**config.mk**
```make
export PLATFORM = sky130hd
export DESIGN_NAME = udma_stream_packer_flat
export DESIGN_NICKNAME = d
export VERILOG_FILES = /design/src/rtl/udma_stream_packer_if.sv /design/src/rtl/udma_stream_packer.sv /design/src/flat_wrapper.sv
export SDC_FILE = /design/constraint.sdc
export NUM_CORES = 1
export LEC_CHECK = 0
export CORE_MARGIN = 10
export CORE_UTILIZATION = 65
export DETAILED_ROUTE_END_ITERATION = 6
export DONT_BUFFER_PORTS = 1
export PLACE_DENSITY = 0.84
export SYNTH_ARGS = -nofsm -noshare
export SYNTH_HDL_FRONTEND = slang
export SYNTH_SLANG_ARGS = --single-unit
```
**constraint.sdc**
```tcl
create_clock -name clk_i -period 11 [get_ports clk_i]
set_input_delay 2.2 -clock clk_i [delete_from_list [all_inputs] [get_ports clk_i]]
set_output_delay 2.2 -clock clk_i [all_outputs]
set_load 0.1 [all_outputs]
```
**src/rtl/udma_stream_packer_if.sv**
```systemverilog
// Handshake bundle between a uDMA RX stream port, the packer, and the packed-word consumer.
// The slave modport is the packer's view; the master modport is the surrounding environment's view.
interface udma_stream_packer_if;
  logic [31:0] in_data_i;
  logic [1:0]  in_datasize_i;
  logic        in_valid_i;
  logic        in_sot_i;
  logic        in_eot_i;
  logic        in_ready_o;
  logic [31:0] out_data_o;
  logic [3:0]  out_be_o;
  logic        out_last_o;
  logic        out_valid_o;
  logic        out_ready_i;

  modport slave (
    input  in_data_i, in_datasize_i, in_valid_i, in_sot_i, in_eot_i,
    output in_ready_o,
    output out_data_o, out_be_o, out_last_o, out_valid_o,
    input  out_ready_i
  );

  modport master (
    output in_data_i, in_datasize_i, in_valid_i, in_sot_i, in_eot_i,
    input  in_ready_o,
    input  out_data_o, out_be_o, out_last_o, out_valid_o,
    output out_ready_i
  );
endinterface

```
**src/rtl/udma_stream_packer.sv**
```systemverilog
// Packs byte/halfword/word uDMA stream beats little-endian into 32-bit words with
// byte enables and a last flag, buffered in a small output FIFO.
module udma_stream_packer #(
  parameter int unsigned FIFO_DEPTH = 4,
  parameter int unsigned CNT_WIDTH  = 3
) (
  input  logic                 clk_i,
  input  logic                 rstn_i,
  input  logic                 clr_i,
  udma_stream_packer_if.slave  bus,
  output logic [CNT_WIDTH-1:0] fifo_count_o,
  output logic                 drop_o
);
  localparam int unsigned AW = $clog2(FIFO_DEPTH);

  typedef enum logic {FILL = 1'b0, FLUSH = 1'b1} state_e;
  typedef struct packed {
    logic [31:0] data;
    logic [3:0]  be;
    logic        last;
  } entry_t;

  function automatic logic [3:0] be_mask(input logic [2:0] n);
    case (n)
      3'd0:    be_mask = 4'b0000;
      3'd1:    be_mask = 4'b0001;
      3'd2:    be_mask = 4'b0011;
      3'd3:    be_mask = 4'b0111;
      default: be_mask = 4'b1111;
    endcase
  endfunction

  function automatic logic [23:0] hold_mask(input logic [1:0] f);
    case (f)
      2'd0:    hold_mask = 24'h000000;
      2'd1:    hold_mask = 24'h0000FF;
      2'd2:    hold_mask = 24'h00FFFF;
      default: hold_mask = 24'hFFFFFF;
    endcase
  endfunction

  state_e               state_q, state_d;
  logic [23:0]          hold_q, hold_d;
  logic [1:0]           fill_q, fill_d;
  logic [AW-1:0]        wptr_q, wptr_d, rptr_q, rptr_d;
  logic [CNT_WIDTH-1:0] count_q, count_d;
  logic                 drop_q, drop_d;
  entry_t               mem_q [FIFO_DEPTH];
  entry_t               push_entry_s, head_s;
  logic                 push_s, pop_s, full_s, empty_s, accept_s, in_ready_s;
  logic [1:0]           fill_eff_s;
  logic [2:0]           nbytes_s, total_s;
  logic [31:0]          in_bytes_s;
  logic [23:0]          hold_keep_s;
  logic [55:0]          combined_s;

  assign full_s     = (count_q == CNT_WIDTH'(FIFO_DEPTH));
  assign empty_s    = (count_q == {CNT_WIDTH{1'b0}});
  assign in_ready_s = (state_q == FILL) && !full_s;
  assign accept_s   = bus.in_valid_i && in_ready_s;
  assign pop_s      = !empty_s && bus.out_ready_i;

  // Beat decode: size the incoming bytes and stack them above the live held bytes.
  always_comb begin
    case (bus.in_datasize_i)
      2'b00: begin
        nbytes_s   = 3'd1;
        in_bytes_s = {24'h000000, bus.in_data_i[7:0]};
      end
      2'b01: begin
        nbytes_s   = 3'd2;
        in_bytes_s = {16'h0000, bus.in_data_i[15:0]};
      end
      default: begin
        nbytes_s   = 3'd4;
        in_bytes_s = bus.in_data_i;
      end
    endcase
    if (bus.in_sot_i) begin
      fill_eff_s = 2'd0;
    end else begin
      fill_eff_s = fill_q;
    end
    hold_keep_s = hold_q & hold_mask(fill_eff_s);
    combined_s  = ({24'h000000, in_bytes_s} << {fill_eff_s, 3'b000}) | {32'h00000000, hold_keep_s};
    total_s     = {1'b0, fill_eff_s} + nbytes_s;
  end

  // Packing FSM next-state; for T>=4 the new fill is T-4, i.e. the low two bits of T.
  always_comb begin
    state_d      = state_q;
    hold_d       = hold_q;
    fill_d       = fill_q;
    drop_d       = 1'b0;
    push_s       = 1'b0;
    push_entry_s = '0;
    if (clr_i) begin
      state_d = FILL;
      hold_d  = 24'h000000;
      fill_d  = 2'd0;
    end else begin
      case (state_q)
        FILL: begin
          if (accept_s) begin
            drop_d = bus.in_sot_i && (fill_q != 2'd0);
            if (total_s < 3'd4) begin
              if (bus.in_eot_i) begin
                push_s       = 1'b1;
                push_entry_s = '{data: combined_s[31:0], be: be_mask(total_s), last: 1'b1};
                fill_d       = 2'd0;
                hold_d       = 24'h000000;
              end else begin
                fill_d = total_s[1:0];
                hold_d = combined_s[23:0];
              end
            end else begin
              push_s       = 1'b1;
              push_entry_s = '{data: combined_s[31:0], be: 4'b1111, last: 1'b0};
              fill_d       = total_s[1:0];
              hold_d       = combined_s[55:32];
              if (bus.in_eot_i) begin
                if (total_s == 3'd4) begin
                  push_entry_s.last = 1'b1;
                end else begin
                  state_d = FLUSH;
                end
              end else begin
                state_d = FILL;
              end
            end
          end else begin
            state_d = FILL;
          end
        end
        FLUSH: begin
          if (!full_s) begin
            push_s       = 1'b1;
            push_entry_s = '{data: {8'h00, hold_q}, be: be_mask({1'b0, fill_q}), last: 1'b1};
            fill_d       = 2'd0;
            hold_d       = 24'h000000;
            state_d      = FILL;
          end else begin
            state_d = FLUSH;
          end
        end
        default: begin
          state_d = FILL;
          fill_d  = 2'd0;
        end
      endcase
    end
  end

  // FIFO pointer and occupancy bookkeeping; pushes only ever occur when not full.
  always_comb begin
    if (clr_i) begin
      wptr_d  = {AW{1'b0}};
      rptr_d  = {AW{1'b0}};
      count_d = {CNT_WIDTH{1'b0}};
    end else begin
      wptr_d  = wptr_q + {{(AW-1){1'b0}}, push_s};
      rptr_d  = rptr_q + {{(AW-1){1'b0}}, pop_s};
      count_d = count_q + {{(CNT_WIDTH-1){1'b0}}, push_s} - {{(CNT_WIDTH-1){1'b0}}, pop_s};
    end
  end

  // Control and datapath state registers.
  always_ff @(posedge clk_i or negedge rstn_i) begin
    if (!rstn_i) begin
      state_q <= FILL;
      hold_q  <= 24'h000000;
      fill_q  <= 2'd0;
      wptr_q  <= {AW{1'b0}};
      rptr_q  <= {AW{1'b0}};
      count_q <= {CNT_WIDTH{1'b0}};
      drop_q  <= 1'b0;
    end else begin
      state_q <= state_d;
      hold_q  <= hold_d;
      fill_q  <= fill_d;
      wptr_q  <= wptr_d;
      rptr_q  <= rptr_d;
      count_q <= count_d;
      drop_q  <= drop_d;
    end
  end

  // FIFO storage is deliberately left unreset; validity comes from count_q.
  always_ff @(posedge clk_i) begin
    if (push_s) begin
      mem_q[wptr_q] <= push_entry_s;
    end
  end

  assign head_s          = mem_q[rptr_q];
  assign bus.in_ready_o  = in_ready_s;
  assign bus.out_valid_o = !empty_s;
  assign bus.out_data_o  = empty_s ? 32'h00000000 : head_s.data;
  assign bus.out_be_o    = empty_s ? 4'b0000 : head_s.be;
  assign bus.out_last_o  = empty_s ? 1'b0 : head_s.last;
  assign fifo_count_o    = count_q;
  assign drop_o          = drop_q;
endmodule
```
**src/flat_wrapper.sv**
```systemverilog
// flat-port wrapper written by rule: the top's interface ports become plain ports
module udma_stream_packer_flat 
#(
  parameter int unsigned FIFO_DEPTH = 4,
  parameter int unsigned CNT_WIDTH  = 3
)
  (clk_i, rstn_i, clr_i, fifo_count_o, drop_o, bus_in_data_i, bus_in_datasize_i, bus_in_valid_i, bus_in_sot_i, bus_in_eot_i, bus_in_ready_o, bus_out_data_o, bus_out_be_o, bus_out_last_o, bus_out_valid_o, bus_out_ready_i);
  udma_stream_packer_if bus_i ();
  input  logic clk_i;
  input  logic rstn_i;
  input  logic clr_i;
  output logic [CNT_WIDTH-1:0] fifo_count_o;
  output logic drop_o;
  input wire logic [$bits(bus_i.in_data_i)-1:0] bus_in_data_i;
  input wire logic [$bits(bus_i.in_datasize_i)-1:0] bus_in_datasize_i;
  input wire logic [$bits(bus_i.in_valid_i)-1:0] bus_in_valid_i;
  input wire logic [$bits(bus_i.in_sot_i)-1:0] bus_in_sot_i;
  input wire logic [$bits(bus_i.in_eot_i)-1:0] bus_in_eot_i;
  output wire logic [$bits(bus_i.in_ready_o)-1:0] bus_in_ready_o;
  output wire logic [$bits(bus_i.out_data_o)-1:0] bus_out_data_o;
  output wire logic [$bits(bus_i.out_be_o)-1:0] bus_out_be_o;
  output wire logic [$bits(bus_i.out_last_o)-1:0] bus_out_last_o;
  output wire logic [$bits(bus_i.out_valid_o)-1:0] bus_out_valid_o;
  input wire logic [$bits(bus_i.out_ready_i)-1:0] bus_out_ready_i;
  assign bus_i.in_data_i = bus_in_data_i;
  assign bus_i.in_datasize_i = bus_in_datasize_i;
  assign bus_i.in_valid_i = bus_in_valid_i;
  assign bus_i.in_sot_i = bus_in_sot_i;
  assign bus_i.in_eot_i = bus_in_eot_i;
  assign bus_in_ready_o = bus_i.in_ready_o;
  assign bus_out_data_o = bus_i.out_data_o;
  assign bus_out_be_o = bus_i.out_be_o;
  assign bus_out_last_o = bus_i.out_last_o;
  assign bus_out_valid_o = bus_i.out_valid_o;
  assign bus_i.out_ready_i = bus_out_ready_i;
  udma_stream_packer #(.FIFO_DEPTH(FIFO_DEPTH), .CNT_WIDTH(CNT_WIDTH)) u_core (.clk_i(clk_i), .rstn_i(rstn_i), .clr_i(clr_i), .bus(bus_i), .fifo_count_o(fifo_count_o), .drop_o(drop_o));
endmodule
```
==> results.txt, run 1 <==
----------------------------------------------------
[Run status]
  Result of the run ... finished clean

[Finish]
  Number of inserted diodes ... 0
  Number of fillers in the final layout ... 856
  Fraction of final layout cells sized beyond drive strength 1 ... 24.63%
  Most frequent cells in the layout ... 148 x sky130_fd_sc_hd__edfxtp_1, 38 x sky130_fd_sc_hd__nor2b_2, 37 x sky130_fd_sc_hd__mux4_2
  Layout Nets ... 644
  Area of all placed cells without fillers ... 9528 um2
  P&R area growth vs syn ... 9.004%
  Most common cell after layout, fill and taps aside ... sky130_fd_sc_hd__edfxtp_1

[Clock tree]
  Clock Root Buffer ... sky130_fd_sc_hd__clkbuf_16
  Maximum number of buffers from clock root to sink ... 2
  CTS H-tree lvls ... 4
  PostCTS Resize Cnt ... 0
  Clock Pin Slew Worst Setup and Hold Paths ... 0.06 ns
  Clock tree from TritonCTS ... yes
  # clock sinks ... 183
  Number of post-CTS setup repair buffers ... 0
  Clock latency reported for the late side of the worst-skew pair ... 0.44 ns
  Number of buffers inserted for hold repair after clock tree synthesis ... 0
  Num CTS Buffers ... 17

[Job]
  Max Cap Violations ... 0

[Synth]
  Netlist area before placement ... 8741 um2
  Synth unique cells ... 60
  Number of storage elements in the synthesis netlist ... 183
  Most used flip-flop cell after synthesis ... sky130_fd_sc_hd__edfxtp_1
  Mapped Avg Cell Area ... 14.31 um2
  Synth Net Count ... 659
  Proportion of synthesized chip area in sequential cells ... 60.86%
  Ys Warns ... 0
  EDFF count, synth ... 148
  Ys async rst share ... 19.13%
  Synthesized netlist cell count ... 611

[Route]
  Via Count ... 5580
  Antenna-violating nets left ... 0
  Average detailed-routed wire length per instance ... 27.80 um
  Routed Wire Length ... 21820 um
  Initial DRC Count ... 812
  Number of detailed-route iterations in the first pass ... 5
  Detailed-route vias per instance ... 7.108
  Number of remaining DRC errors ... 0

[Setup path]
  Critical path, cell by cell ... nand2b_1 -> inv_2 -> ha_1 -> ha_1 -> xnor2_2 -> a31oi_1 -> o21ai_1 -> buf_4 -> nor3b_2 -> buf_4
  Worst endpoint required time ... 11.09 ns
  Worst-path fanout max ... 24
  Cell depth of the worst flop-to-flop path ... 9
  Worst setup path category ... input port to register
  Crit-path slowest cell ... sky130_fd_sc_hd__nor3b_2
  Longest individual stage delay on the worst path ... 0.95 ns
  R2R Setup Slk ... 6.54 ns
  Setup crit start kind ... input port
  RR Endpoint ... u_core.mem_q[2][32]
  Category of the worst setup path capture point ... register
  Start of the worst register-to-register path ... u_core.fill_q[1]
  Arr. time, crit path ... 5.63 ns

[Worst hold path]
  Cell depth of the worst hold path ... 1
  Startpoint of the tightest hold check path ... u_core.hold_q[12]
  Path class of the lowest-slack min-delay path ... register to register
  Endpoint of the worst hold-timing path ... u_core.hold_q[12]

[Global route]
  Number of antenna violations at the first check in global routing ... 0
  Maximum number of pins on one net before global-route repair ... 49
  Leftover overflow at the end of global routing ... 0
  Total GRT Usage ... 24.30%
  Wire length of the first global-routing pass ... 33520 um
  Number of global-route vias before repair ... 5606

[STA]
  Final Slew Violations ... 0
  RSZ-0062 raised after global routing ... no
  Worst Clk Skew ... 0.01290 ns
  Final worst path period need ... 5.535 ns
  Total negative setup slack ... 0 ns
  Total setup violations reported at the end of the flow ... 0
  Final critical-path share of the clock period ... 50.32%
  Maximum frequency from static timing analysis ... 180.7 MHz
  Max-slew headroom at the worst pin ... 18.52%
  Final count of hold timing violations ... 0
  Slew at the pin closest to its max-slew limit ... 1.216 ns

[Place]
  Post-detailed-placement cell area ... 8964 um2
  Port Buffer Count ... 0
  GPL Wtd Cong ... 0.9140
  Final HPWL from detailed placement ... 14740 um

[Power and ir drop]
  Fraction of power consumed by combinational cells ... 41.1%
  Internal power ... 1.311 mW
  PwrDens ... 255.5 nW/um2
  Clock power share ... 24.2%
  Maximum ir drop on the vdd rail ... 0.2768 mV
  Leakage power figure ... 3.257 nW
  NetSw ... 1.124 mW
  Switch share ... 46.17%
  Register share of total power ... 34.6%

[Die]
  Total I/O pin count ... 84
  # rows ... 42
  Die X-Extent ... 136.0 um
  Effective utilization at floorplan ... 66.27%
  Core region area ... 13190 um2
  Chip Height ... 136.0 um
  Die outline area ... 18490 um2

----------------------------------------------------
[registers in the layout, summed over array words and instances (netlist names)]
signal,cells
u_core.hold_q,24
u_core.drop_o,1
u_core.fill_q,2
u_core.fifo_count_o,3
u_core.mem_q,148
u_core.state_q,1
u_core.wptr_q,2
u_core.rptr_q,2
[routing by layer]
| metal | GRT usage [%] | share of wire, % |
|---|---|---|
| met1 | 30.96 | 38 |
| met2 | 37.37 | 49 |
| met5 | 0 | 0 |
| met4 | 11.66 | 3.7 |
| met3 | 7.565 | 10 |
[area by class of cell]
| cell class | instances | area (um2) | share of cell area (%) |
|---|---|---|---|
| clock buffers | 20 | 436.7 | 4.583 |
| clock inverters | 12 | 127.6 | 1.339 |
| inverters | 9 | 33.78 | 0.3546 |
| multi-input cells | 376 | 3321 | 34.85 |
| flip-flops and latches | 183 | 5321 | 55.85 |
| well taps | 176 | 220.2 | 2.311 |
| repair buffers | 9 | 67.56 | 0.7091 |
[power groups by stage]
stage | sequential, mW | clock [mW] | combinational [mW]
floorplan | 0.845 | 0 | 0.883
global placement | 0.855 | 0 | 0.995
detailed placement | 0.858 | 0 | 1.01
CTS | 0.844 | 0.595 | 1.01
global route | 0.848 | 0.618 | 1.05
finish | 0.843 | 0.590 | 1.00
[worst max-delay path by stage]
stage / startpoint / slack (ns) / end / cells past startpoint
4_1_cts: bus_in_sot_i / 5.45 / u_core.mem_q[2][15] / 10
3_5_place_dp: bus_in_sot_i / 5.08 / u_core.mem_q[2][26] / 10
2_1_floorplan: bus_in_datasize_i[1] / 3.76 / u_core.mem_q[1][0] / 11
6_report: bus_in_sot_i / 5.46 / u_core.mem_q[2][32] / 10
3_3_place_gp: bus_in_sot_i / 5.21 / u_core.mem_q[2][27] / 10
5_1_grt: bus_in_sot_i / 5.26 / u_core.mem_q[2][31] / 10
[critical path, delay by kind of cell]
kind | cells | cell delay (ns)
xor gates and xnor gates | 1 | 0.21
buffers and inverters | 3 | 0.99
and+or+nand+nor | 2 | 1.38
adders and majority gates | 2 | 0.52
AOI/OAI and AO/OA | 2 | 0.29
[logic make-up (layout without fill, tap and decap cells)]
logic type	after synthesis	after routing	synth area share, %
multiplexers	67	67	13.18
XOR/XNOR	6	6	0.6871
buffers and inverters	52	50	2.577
AND/OR/NAND/NOR	169	169	11.58
flip-flops	183	183	60.86
adder cells (fa/ha/maj)	7	7	1.088
AO/OA/AOI/OAI	127	127	10.02
[through the flow]
step	worst slack [ns]	power, mW	util, %	instances	hold slack [ns]
2_1_floorplan	3.758	1.728	-	611	0.4722
3_3_place_gp	5.212	1.849	67.96	753	0.4915
3_5_place_dp	5.082	1.864	67.96	753	0.4967
4_1_cts	5.452	2.449	72.23	785	0.5132
5_1_grt	5.259	2.513	72.23	785	0.5326
6_report	5.465	2.435	72.23	785	0.5159
[cell usage after synthesis (all sizes together), types with 3 or more instances]
cell type | instances | area, um2
nor2 | 23 | 86.33
o21ai | 43 | 215.2
a22oi | 8 | 60.06
nand3b | 10 | 75.07
and3 | 8 | 50.05
nand2 | 36 | 137.6
clkbuf | 23 | 86.33
a21oi | 26 | 130.1
mux2 | 15 | 168.9
a211oi | 10 | 75.07
nor3b | 7 | 73.82
a221o | 16 | 160.2
inv | 9 | 33.78
buf | 20 | 105.1
and4b | 8 | 80.08
nor2b | 45 | 281.5
ha | 6 | 75.07
nor3 | 3 | 20.02
dfrtp | 35 | 875.8
mux2i | 15 | 150.1
edfxtp | 148 | 4444
a221oi | 9 | 78.83
nand3 | 11 | 60.06
xnor2 | 5 | 51.30
mux4 | 37 | 833.3
and2 | 9 | 56.30
(Power assumes the default switching activity.)
==> run 2, diff against run 1 <==
CORE_UTILIZATION = 64   (was 65)
PLACE_DENSITY = 0.83   (was 0.84)
clock period = 5.3 ns   (was 11 ns; I/O delays follow)
==> run 2 against run 1 <==
  * Sequential share of layout area shrank 0.65 points
  * Sequential power grew 100%
  * Clock-buffer cell count is the same
  * Clock power grew 120%
  * Non-clock buffer count grew 7
  * Die area grew 1.3%
  * Global-route usage grew 0.10 points
  * Design area grew 1.2%
  * Largest cell class unchanged
==> results.txt, run 2 (synthesized netlist as in run 1, its figures left out) <==
----------------------------------------------------
[Run status]
  Result of the run ... finished clean

[STA]
  Final critical-path share of the clock period ... 77.02%
  Total negative setup slack ... 0 ns
  Final worst path period need ... 4.082 ns
  Maximum frequency from static timing analysis ... 245.0 MHz
  Slew at the pin closest to its max-slew limit ... 1.193 ns
  Max-slew headroom at the worst pin ... 20.48%
  Worst hold slack after final layout ... 0.3085 ns
  Total setup violations reported at the end of the flow ... 0
  Final count of hold timing violations ... 0
  Worst Clk Skew ... 0.01047 ns
  Final Slew Violations ... 0
  RSZ-0062 raised after global routing ... no

[Clock tree]
  PostCTS Resize Cnt ... 0
  Number of buffers inserted for hold repair after clock tree synthesis ... 0
  Clock Root Buffer ... sky130_fd_sc_hd__clkbuf_16
  Clock tree from TritonCTS ... yes
  # clock sinks ... 183
  CTS H-tree lvls ... 4
  Clock Pin Slew Worst Setup and Hold Paths ... 0.08 ns
  Clock latency reported for the late side of the worst-skew pair ... 0.44 ns
  Number of post-CTS setup repair buffers ... 0
  Num CTS Buffers ... 17
  Maximum number of buffers from clock root to sink ... 2

[Finish]
  Area of all placed cells without fillers ... 9639 um2
  Register ranked first by flip-flop count ... u_core.mem_q
  P&R area growth vs syn ... 10.28%
  Fraction of final layout cells sized beyond drive strength 1 ... 25.97%
  Flip-flop count of the largest register, all copies and words added ... 148
  Core Util, Final ... 72.50%
  Number of fillers in the final layout ... 802
  Most common cell after layout, fill and taps aside ... sky130_fd_sc_hd__edfxtp_1
  Number of inserted diodes ... 0
  Layout Nets ... 651
  Most frequent cells in the layout ... 148 x sky130_fd_sc_hd__edfxtp_1, 38 x sky130_fd_sc_hd__nor2b_2, 37 x sky130_fd_sc_hd__mux4_2

[Setup path]
  Cell depth of the worst flop-to-flop path ... 11
  Setup crit start kind ... register
  Longest individual stage delay on the worst path ... 1.13 ns
  RR Endpoint ... u_core.fifo_count_o[1]
  Worst-path fanout max ... 22
  Start of the worst register-to-register path ... u_core.fill_q[1]
  Arr. time, crit path ... 3.02 ns
  Critical path, cell by cell ... buf_4 -> mux4_2 -> nor2b_2
  Worst setup path category ... register to output port
  Crit-path slowest cell ... sky130_fd_sc_hd__dfrtp_1
  Category of the worst setup path capture point ... output port
  Worst endpoint required time ... 4.24 ns
  R2R Setup Slk ... 1.34 ns

[Place]
  Final HPWL from detailed placement ... 14620 um
  Post-detailed-placement cell area ... 9039 um2
  GPL Wtd Cong ... 0.9423
  Port Buffer Count ... 0

[Die]
  Die X-Extent ... 136.9 um
  Total I/O pin count ... 84
  Die outline area ... 18730 um2
  # rows ... 42
  Chip Height ... 136.9 um
  Core region area ... 13300 um2
  Effective utilization at floorplan ... 65.74%

[Power and ir drop]
  Power consumption ... 5.163 mW
  Maximum ir drop on the vdd rail ... 0.4311 mV
  PwrDens ... 535.6 nW/um2
  Leakage power figure ... 3.310 nW

[Route]
  Detailed-route vias per instance ... 7.227
  Number of remaining DRC errors ... 0
  Number of detailed-route iterations in the first pass ... 6
  Average detailed-routed wire length per instance ... 28.46 um
  Via Count ... 5724
  Antenna-violating nets left ... 0
  Routed Wire Length ... 22540 um
  Initial DRC Count ... 952

[Global route]
  Number of global-route vias before repair ... 5594
  Number of antenna violations at the first check in global routing ... 0
  Wire length of the first global-routing pass ... 33970 um
  Leftover overflow at the end of global routing ... 0
  Total GRT Usage ... 24.41%
  Maximum number of pins on one net before global-route repair ... 49

[Job]
  Max Cap Violations ... 0

[Worst hold path]
  Path class of the lowest-slack min-delay path ... input port to asynchronous set/reset pin

----------------------------------------------------
run 2: cell count changes in the layout (fill, tap and decap cells not counted), sizes merged:
cell,before,now
inv,11,13
clkinv,6,5
clkinvlp,2,1
buf,9,16
run 2: worst max-delay path: cells and delay by family (launching register included):
kind / cells / cell delay (ns)
and+or+nand+nor: 1 / 0.86
buffers and inverters: 1 / 0.37
DFF: 1 / 1.13
muxes: 1 / 0.22
run 2: area by class of cell:
type	count	area [um2]	share of cell area (%)
timing repair buffer	16	120.1	1.246
inverter	9	33.78	0.3505
clock inverter	12	143.9	1.493
clock buffer	20	456.7	4.738
tap	176	220.2	2.285
multi-input combinational	376	3343	34.68
sequential	183	5321	55.21
run 2: metrics by stage:
stage / std cells / worst slack, ns
final: 792 / 1.218
after detailed placement: 760 / 1.042
after global placement: 760 / 1.141
after floorplan: 611 / 0.4012
after global routing: 792 / 1.131
after CTS: 792 / 1.194
run 2: worst max-delay path by stage:
stage | to | start
2_1_floorplan | u_core.mem_q[3][0] | bus_in_datasize_i[1]
3_3_place_gp | u_core.fifo_count_o[1] | bus_in_sot_i
3_5_place_dp | u_core.fifo_count_o[1] | bus_in_sot_i
4_1_cts | bus_out_data_o[20] | u_core.rptr_q[1]
5_1_grt | u_core.fifo_count_o[1] | u_core.fill_q[1]
6_report | bus_out_data_o[20] | u_core.rptr_q[1]
run 2: power breakdown:
group          internal, mW  switching, mW
clock                 0.729          0.557
sequential             1.63         0.0667
combinational         0.425           1.76
run 2: per-layer routing:
| layer | vias to the layer above | share of wire [%] | global-route usage, % |
|---|---|---|---|
| li1 | 2364 | - | - |
| met1 | 2747 | 36 | 30.57 |
| met2 | 494 | 46 | 36.97 |
| met3 | 119 | 13 | 9.201 |
| met4 | 0 | 5.3 | 11.59 |
| met5 | - | 0 | 0 |
